## config.mk

```make
export PLATFORM = sky130hd
export DESIGN_NAME = lif_node_n
export DESIGN_NICKNAME = d
export VERILOG_FILES = /design/src/rtl/lif_node_n.sv
export SDC_FILE = /design/constraint.sdc
export NUM_CORES = 1
export LEC_CHECK = 0
export CORE_MARGIN = 3
export CORE_UTILIZATION = 32
export CTS_CLUSTER_DIAMETER = 150
export CTS_CLUSTER_SIZE = 8
export DETAILED_ROUTE_END_ITERATION = 12
export GPL_ROUTABILITY_DRIVEN = 0
export REMOVE_ABC_BUFFERS = 1
export SYNTH_ARGS = -nofsm -noshare
export SYNTH_HDL_FRONTEND = slang
export SYNTH_SLANG_ARGS = --single-unit
```

## constraint.sdc

```tcl
create_clock -name clk -period 16.1 [get_ports clk]
set_input_delay 4.83 -clock clk [delete_from_list [all_inputs] [get_ports clk]]
set_output_delay 4.83 -clock clk [all_outputs]
set_load 0.02 [all_outputs]
```

## src/rtl/lif_node_n.sv

```systemverilog
// rtl/lif_node_n.sv - leaky integrate-and-fire node with N gated input channels
// Two stages: input buffers, then leak/integrate/fire with a refractory hold-off.
module lif_node_n #(
   parameter int N_IN        = 4,
   parameter int W_IN        = 4,
   parameter int W_MEM       = 8,
   parameter int LEAK_SHIFT  = 3,
   parameter int REFRACT_CYC = 2,
   parameter int W_CNT       = 8
) (
   input  logic                   clk,
   input  logic                   reset,
   input  logic [N_IN*W_IN-1:0]   in_bus,
   input  logic [N_IN-1:0]        in_en,
   input  logic [W_MEM-1:0]       thresh,
   output logic                   spike,
   output logic [W_MEM-1:0]       mem,
   output logic                   refractory,
   output logic [W_CNT-1:0]       spike_cnt
);

   localparam int W_SUM = W_IN + $clog2(N_IN);

   typedef enum logic {INTEG, REFRACT} state_t;

   state_t                 state_q, state_d;
   logic [N_IN*W_IN-1:0]   bus_q;
   logic [N_IN-1:0]        en_q;
   logic [W_MEM-1:0]       mem_q, mem_d;
   logic [3:0]             rcnt_q, rcnt_d;
   logic                   spike_q, spike_d;
   logic [W_CNT-1:0]       cnt_q, cnt_d;

   logic [W_SUM-1:0]       sum_w;
   logic [W_MEM-1:0]       leak_w;
   logic [W_MEM:0]         nxt_w;
   logic [W_MEM-1:0]       sat_w;
   logic                   fire_w;

   always_comb begin
      sum_w = '0;
      for (int i = 0; i < N_IN; i++) begin
         if (en_q[i]) begin
            sum_w = sum_w + W_SUM'(bus_q[i*W_IN +: W_IN]);
         end
      end
   end

   // The extra top bit catches overflow so the clamp happens before the threshold compare.
   always_comb begin
      leak_w = mem_q >> LEAK_SHIFT;
      nxt_w  = {1'b0, mem_q} - {1'b0, leak_w} + (W_MEM+1)'(sum_w);
      sat_w  = nxt_w[W_MEM] ? '1 : nxt_w[W_MEM-1:0];
      fire_w = (thresh != '0) && (sat_w >= thresh);
   end

   always_comb begin
      state_d = state_q;
      mem_d   = mem_q;
      rcnt_d  = rcnt_q;
      spike_d = 1'b0;
      cnt_d   = cnt_q;
      case (state_q)
         INTEG: begin
            if (fire_w) begin
               mem_d   = '0;
               spike_d = 1'b1;
               cnt_d   = cnt_q + W_CNT'(1);
               if (REFRACT_CYC != 0) begin
                  state_d = REFRACT;
                  rcnt_d  = 4'(REFRACT_CYC);
               end
            end else begin
               mem_d = sat_w;
            end
         end
         REFRACT: begin
            mem_d  = '0;
            rcnt_d = rcnt_q - 4'd1;
            if (rcnt_q <= 4'd1) begin
               state_d = INTEG;
               rcnt_d  = 4'd0;
            end
         end
         default: state_d = INTEG;
      endcase
   end

   always_ff @(posedge clk) begin
      if (reset) begin
         bus_q   <= '0;
         en_q    <= '0;
         state_q <= INTEG;
         mem_q   <= '0;
         rcnt_q  <= '0;
         spike_q <= 1'b0;
         cnt_q   <= '0;
      end else begin
         bus_q   <= in_bus;
         en_q    <= in_en;
         state_q <= state_d;
         mem_q   <= mem_d;
         rcnt_q  <= rcnt_d;
         spike_q <= spike_d;
         cnt_q   <= cnt_d;
      end
   end

   assign spike      = spike_q;
   assign mem        = mem_q;
   assign refractory = (state_q == REFRACT);
   assign spike_cnt  = cnt_q;

endmodule

```

## After elaboration in Yosys (flattened, before gate mapping)

Cells that the tools add are included.

| storage, ports and cells | value |
|---|---|
| flip-flop bits (word level) | 42 |
| input bits | 30 |
| output and inout port bits | 18 |
| word-level logic and storage cells | 35 |

| operators by class | value |
|---|---|
| $add $sub $neg | 7 |
| order comparisons | 2 |
| eq/ne operators | 1 |
| multiplexer cells | 13 |
| bitwise gates (word level) | 1 |
| reduce and logical (&&, ||, !) cells | 4 |

Operators by type and width:

| kind | number |
|---|---|
| $add A6 B4 Y6 | 3 |
| $mux W6 | 3 |
| $mux W8 | 2 |
| $pmux W8 S2 | 1 |
| $mux W4 | 3 |
| $add A9 B6 Y9 | 1 |
| $sub A8 B5 Y9 | 1 |
| $add A8 B1 Y8 const B | 1 |
| $ge A8 B8 Y1 | 1 |
| $pmux W4 S2 | 1 |
| $reduce_bool A8 Y1 | 1 |
| $le A4 B1 Y1 const B | 1 |
| $sub A4 B1 Y4 const B | 1 |
| $mux W1 | 2 |
| $ne A2 B2 Y1 const B | 1 |
| $pmux W1 S2 | 1 |
| $reduce_and A2 Y1 | 1 |
| $reduce_or A2 Y1 | 1 |
| $logic_and A1 B1 Y1 | 1 |
| $not A1 Y1 | 1 |

## Longest topological paths before layout

| depth | value |
|---|---|
| word-level depth | 13 |
| depth in mapped cells | 33 |

## Worst setup path before layout

No wires, ideal clock.

| path | value |
|---|---|
| path type | register to register |
| from | register en_q[0] |
| to | register cnt_q[4], in the netlist spike_cnt[4] |
| setup time | 0.123 ns |
| data arrival time | 6.893 ns |
| path slack | 9.083 ns |
| cell stages (with the launch flop) | 34 |
| path buffers | 2 |
| path through | dfxtp_1 -> and2_1 -> ha_1 -> inv_1 -> fa_1 -> xor2_1 -> nor2_1 -> xnor2_1 -> ha_1 -> a21oi_1 -> nand2_1 -> xor2_1 -> mux2_2 -> ha_1 -> o21a_1 -> o21ai_0 -> xor2_1 -> xnor2_1 -> fa_1 -> inv_1 -> ha_1 -> a21oi_2 -> nor2b_1 -> o311a_1 -> a2111oi_4 -> buf_6 -> nand2_1 -> ha_1 -> o21a_1 -> nor2_1 -> o31a_1 -> buf_4 -> nor4_1 -> mux2_1 |

| on the way | value |
|---|---|
| cells in the longest elaborated chain, start to end | 12 |

RTL lines:

| item | line | source |
|---|---|---|
| start, declared | 28 | `logic [N_IN-1:0] en_q;` |
| start signal, assigned | 100 | `en_q <= in_en;` |
| $mux W4 (*) | 43 | `if (en_q[i]) begin` |
| $add A6 B4 Y6 | 44 | `sum_w = sum_w + W_SUM'(bus_q[i*W_IN +: W_IN]);` |
| $mux W6 (*) | 43 |  |
| $add A6 B4 Y6 | 44 |  |
| $mux W6 (*) | 43 |  |
| $add A6 B4 Y6 | 44 |  |
| $mux W6 (*) | 43 |  |
| $add A9 B6 Y9 (*) | 52 | `nxt_w = {1'b0, mem_q} - {1'b0, leak_w} + (W_MEM+1)'(sum_w);` |
| $mux W8 (*) | 53 | `sat_w = nxt_w[W_MEM] ? '1 : nxt_w[W_MEM-1:0];` |
| via sat_w[3] | 37 | `logic [W_MEM-1:0] sat_w;` |
| $ge A8 B8 Y1 (*) | 54 | `fire_w = (thresh != '0) && (sat_w >= thresh);` |
| $logic_and A1 B1 Y1 (*) | 54 |  |
| $reduce_and A2 Y1 (no line) (*) | n/a |  |
| end signal, assigned | 105 | `cnt_q <= cnt_d;` |
| end, declared | 32 | `logic [W_CNT-1:0] cnt_q, cnt_d;` |

The timed path passes the listed nets; every way through them passes the cells marked *.
A chain may end at the register's enable or synchronous reset.

## Worst setup path in the final report

| path | value |
|---|---|
| from | register en_q[0] |
| to | register cnt_q[4], in the netlist spike_cnt[4] |

| on the way | value |
|---|---|
| cells in the longest elaborated chain, start to end | 12 |

RTL lines:

| item | line |
|---|---|
| $mux W4 (*) | 43 |
| $add A6 B4 Y6 | 44 |
| $mux W6 (*) | 43 |
| $add A6 B4 Y6 | 44 |
| $mux W6 (*) | 43 |
| $add A6 B4 Y6 | 44 |
| $mux W6 (*) | 43 |
| $add A9 B6 Y9 (*) | 52 |
| $mux W8 (*) | 53 |
| $ge A8 B8 Y1 (*) | 54 |
| $logic_and A1 B1 Y1 (*) | 54 |
| $reduce_and A2 Y1 (no line) (*) | n/a |

Mark *: on every way between the ends. The rest lies on a longest branch, timed or not.

==> out/summary.log <==
INFO  final_layout   design.final.nets=450
INFO  cts            post-cts-setup-buffer-count=0
INFO  yosys          yosys_register_bits=42
INFO  power_and_ir_drop seq_power_share=27.6%
INFO  placement      preCtsSetupSlack=8180ps
INFO  cts            cts_max_level=2
INFO  yosys          synth_top_flop_cell=dfxtp_1
INFO  grt            first_global_vias=2342
INFO  sta            worst_hold_slack=523ps
INFO  placement      detailed_place_hpwl=4.92mm
INFO  yosys          synth_area=0.00292sqmm
INFO  floorplanning  site_rows=34
INFO  cts            tritoncts.num_buffers=5
INFO  setup_path     worst_path_most_repeated_cell=ha_1
INFO  power_and_ir_drop p_int=0.273mW
INFO  routing        dr_pass1_iterations=4
INFO  routing        ant_nets=0
INFO  grt            globalRouteTotalUtil=12.6%
INFO  final_layout   fillCellCount=905
INFO  cts            ctsResizeCount=0
INFO  grt            grt_max_degree=42
INFO  yosys          async_sr_flop_fraction=0%
INFO  placement      buffer_ports.inserted=47
INFO  power_and_ir_drop switching_share=45.1%
INFO  cts            clock_sink_count=42
INFO  setup_path     worst_flop_to_flop_path_startpoint=en_q[0]$_SDFF_PP0_
INFO  sta            timing_hold_violations_final=0
INFO  setup_path     crit_type=reg -> reg
INFO  power_and_ir_drop standby_leakage_power=1.52nW
INFO  final_layout   multiInputGateArea=0.00188sqmm
INFO  setup_path     crit_arrival=8080ps
INFO  yosys          netlist_instances=334
INFO  sta            drv_slew=0
INFO  min_path       min_path_type=reg -> reg
INFO  floorplanning  core_region_area=0.00881sqmm
INFO  cts            cts_root_buffer=clkbuf_8
INFO  routing        routed_wire_length_per_instance=12.7microns
INFO  power_and_ir_drop vdd.ir_drop.worst=0.0000921V
INFO  min_path       worstHoldStart=rcnt_q[2]$_SDFFE_PP0P_
INFO  sta            setup_tns=0ps
INFO  power_and_ir_drop powerDensity=139mW/mm^2
INFO  yosys          seq_area_frac_synth=28.8%
INFO  cts            cts_tree=built
INFO  sta            finClkSkew=9.99ps
INFO  cts            worst_skew_pair.late_latency=300ps
INFO  yosys          netlist.top_cell.by_area=dfxtp_1
INFO  grt            antenna_violations_before_repair=0
INFO  sta            fin_ws=8210ps
INFO  final_layout   final_util=40.6%
INFO  floorplanning  floorplan.initialDensity=33.2%
INFO  setup_path     cell_depth_of_the_worst_flop_to_flop_path=31
INFO  yosys          netlist-cell-type-count=51
INFO  final_layout   final_cell_mix=47 x clkdlybuf4s50_1, 42 x dfxtp_1, 40 x inv_1
INFO  setup_path     regToRegSetupSlack=8210ps
INFO  yosys          yosysTopAreaCellShare=28.8%
INFO  routing        detailedRoute.firstIterationViolations=66
INFO  routing        drcViolationCount=0
INFO  final_layout   mostFrequentLayoutCell=clkdlybuf4s50_1
INFO  sta            layout_worst_path_cycle_share=49.0%
INFO  grt            globalRouteOverflowTotal=0
INFO  placement      placed_cells=480
INFO  setup_path     crit_fanout=16
INFO  setup_path     worstSetupStartpointType=register
INFO  grt            global_route_wire_length_before_repair=10.4mm
INFO  final_layout   synthToLayoutAreaGrowth=22.4%
INFO  routing        drt_wl_total=6.19mm
INFO  routing        ratio_of_routed_vias_to_standard_cells=4.94
INFO  floorplanning  floorplan.die_area=0.0103sqmm
INFO  floorplanning  chipHeight=102microns
INFO  final_layout   regArea=841squm
INFO  yosys          synth-edff-count=0
INFO  power_and_ir_drop power_switching=0.224mW
INFO  sta            maxClockFrequency=127MHz
INFO  min_path       endpoint_of_the_worst_hold_timing_path=rcnt_q[2]$_SDFFE_PP0P_
INFO  floorplanning  die_w=102microns
INFO  floorplanning  ioPinCount=48
INFO  sta            rsz_0062_raised_after_global_routing=false
INFO  placement      placed_instance_area=0.00348sqmm
INFO  sta            slew_headroom=49.9%
INFO  setup_path     slowest_stage=a2111oi_4
INFO  setup_path     worstPathRequired=16290ps
INFO  final_layout   antenna-diode-count=0
INFO  run            drv_cap=0
INFO  yosys          synth_area_per_cell=8.75squm
INFO  setup_path     critPathMaxStageDelay=720ps
INFO  cts            max_root_sink_buffers=2
INFO  final_layout   total_non_filler_cell_area_in_the_finished_layout=0.00357sqmm
INFO  cts            post_cts_hold_buffer_count=0
INFO  routing        detailroute.via_count=2412
INFO  power_and_ir_drop post-layout-total-power=0.497mW
INFO  outcome        status=finished clean
INFO  yosys          yosys_warnings=0
INFO  final_layout   drive_above_1_share=5.53%
INFO  power_and_ir_drop clock_share_of_power=13.9%
INFO  min_path       min_delay_path_depth=1
INFO  power_and_ir_drop share_comb_of_total_power=58.5%
INFO  setup_path     r2r-end=spike_cnt[4]$_SDFFE_PP0P_
INFO  yosys          netlist_top_cells_area=dfxtp_1 29%, ha_1 14%, nor2b_1 6.2%
INFO  sta            max_slew.worst_pin.slew=752ps
INFO  sta            setup_viol=0
INFO  cts            path_clk_slew=90ps
INFO  sta            fin_crit=7890ps
INFO  final_layout   stdcell_count=488
INFO  setup_path     cp-end-kind=register
-- power groups by stage --
| stage | Clock [mW] | Combinational [mW] | Sequential (mW) |
|---|---|---|---|
| floorplan | 0 | 0.206 | 0.145 |
| global placement | 0 | 0.284 | 0.139 |
| detailed placement | 0 | 0.290 | 0.140 |
| CTS | 0.0723 | 0.293 | 0.138 |
| global route | 0.0767 | 0.329 | 0.140 |
| finish | 0.0691 | 0.291 | 0.137 |
-- registers in the layout, indices dropped and copies added (netlist names) --
name        flops
en_q            4
refractory      1
rcnt_q          4
bus_q          16
spike_cnt       8
mem             8
spike           1
-- critical path, delay by kind of cell (launching register included) --
| kind | cells | cell delay (ps) |
|---|---|---|
| compound gates | 8 | 2670 |
| xor+xnor | 5 | 820 |
| fa+ha+maj | 7 | 2250 |
| buf+inv | 2 | 90 |
| flops | 1 | 420 |
| mux | 2 | 610 |
| simple gates | 7 | 880 |
-- final cells by class --
class	instances	area share, %
clock buffer	5	1.93
timing repair buffer	48	13.4
sequential	42	23.5
multi-input combinational	242	52.6
clock inverter	3	0.595
tap	108	3.78
inverter	40	4.20
-- synth_stat cells (3+ instances only) --
master / count
a21oi_1: 27
and2_1: 4
clkbuf_1: 7
dfxtp_1: 42
fa_1: 8
ha_1: 33
inv_1: 40
mux2_1: 4
mux2_2: 8
mux2i_1: 4
nand2_1: 17
nand2b_1: 4
nand3_1: 14
nand4_1: 3
nor2_1: 11
nor2b_1: 29
nor3_1: 6
nor4_1: 6
o21a_1: 7
o21ai_0: 9
o31ai_1: 4
xnor2_1: 5
xor2_1: 8
-- per-layer routing --
metal,up-vias,share of wire (%),GRT usage [%]
met5,-,0,0
met4,0,1.1,4.19
met3,4,3.4,2.75
met2,35,50,21.9
met1,1131,46,15.4
li1,1242,-,-
-- cells by family after synthesis --
| group | Yosys count | share of synthesized area (%) |
|---|---|---|
| AOI/OAI and AO/OA | 68 | 15.5 |
| xor gates and xnor gates | 13 | 3.90 |
| adders and majority gates | 41 | 19.6 |
| buffers and inverters | 50 | 6.85 |
| DFF | 42 | 28.8 |
| muxes | 16 | 6.00 |
| and+or+nand+nor | 104 | 19.3 |
-- worst max-delay path by stage --
stage,startpoint,slack (ps),end
3_5_place_dp,en_q[0]$_SDFF_PP0_,8180,spike_cnt[4]$_SDFFE_PP0P_
2_1_floorplan,en_q[0]$_SDFF_PP0_,8850,spike_cnt[2]$_SDFFE_PP0P_
4_1_cts,en_q[0]$_SDFF_PP0_,8170,spike_cnt[4]$_SDFFE_PP0P_
5_1_grt,en_q[0]$_SDFF_PP0_,7580,mem[1]$_SDFF_PP0_
6_report,en_q[0]$_SDFF_PP0_,8210,spike_cnt[4]$_SDFFE_PP0P_
3_3_place_gp,en_q[0]$_SDFF_PP0_,8400,spike_cnt[6]$_SDFFE_PP0P_
Power figures use the tool's default switching activity.
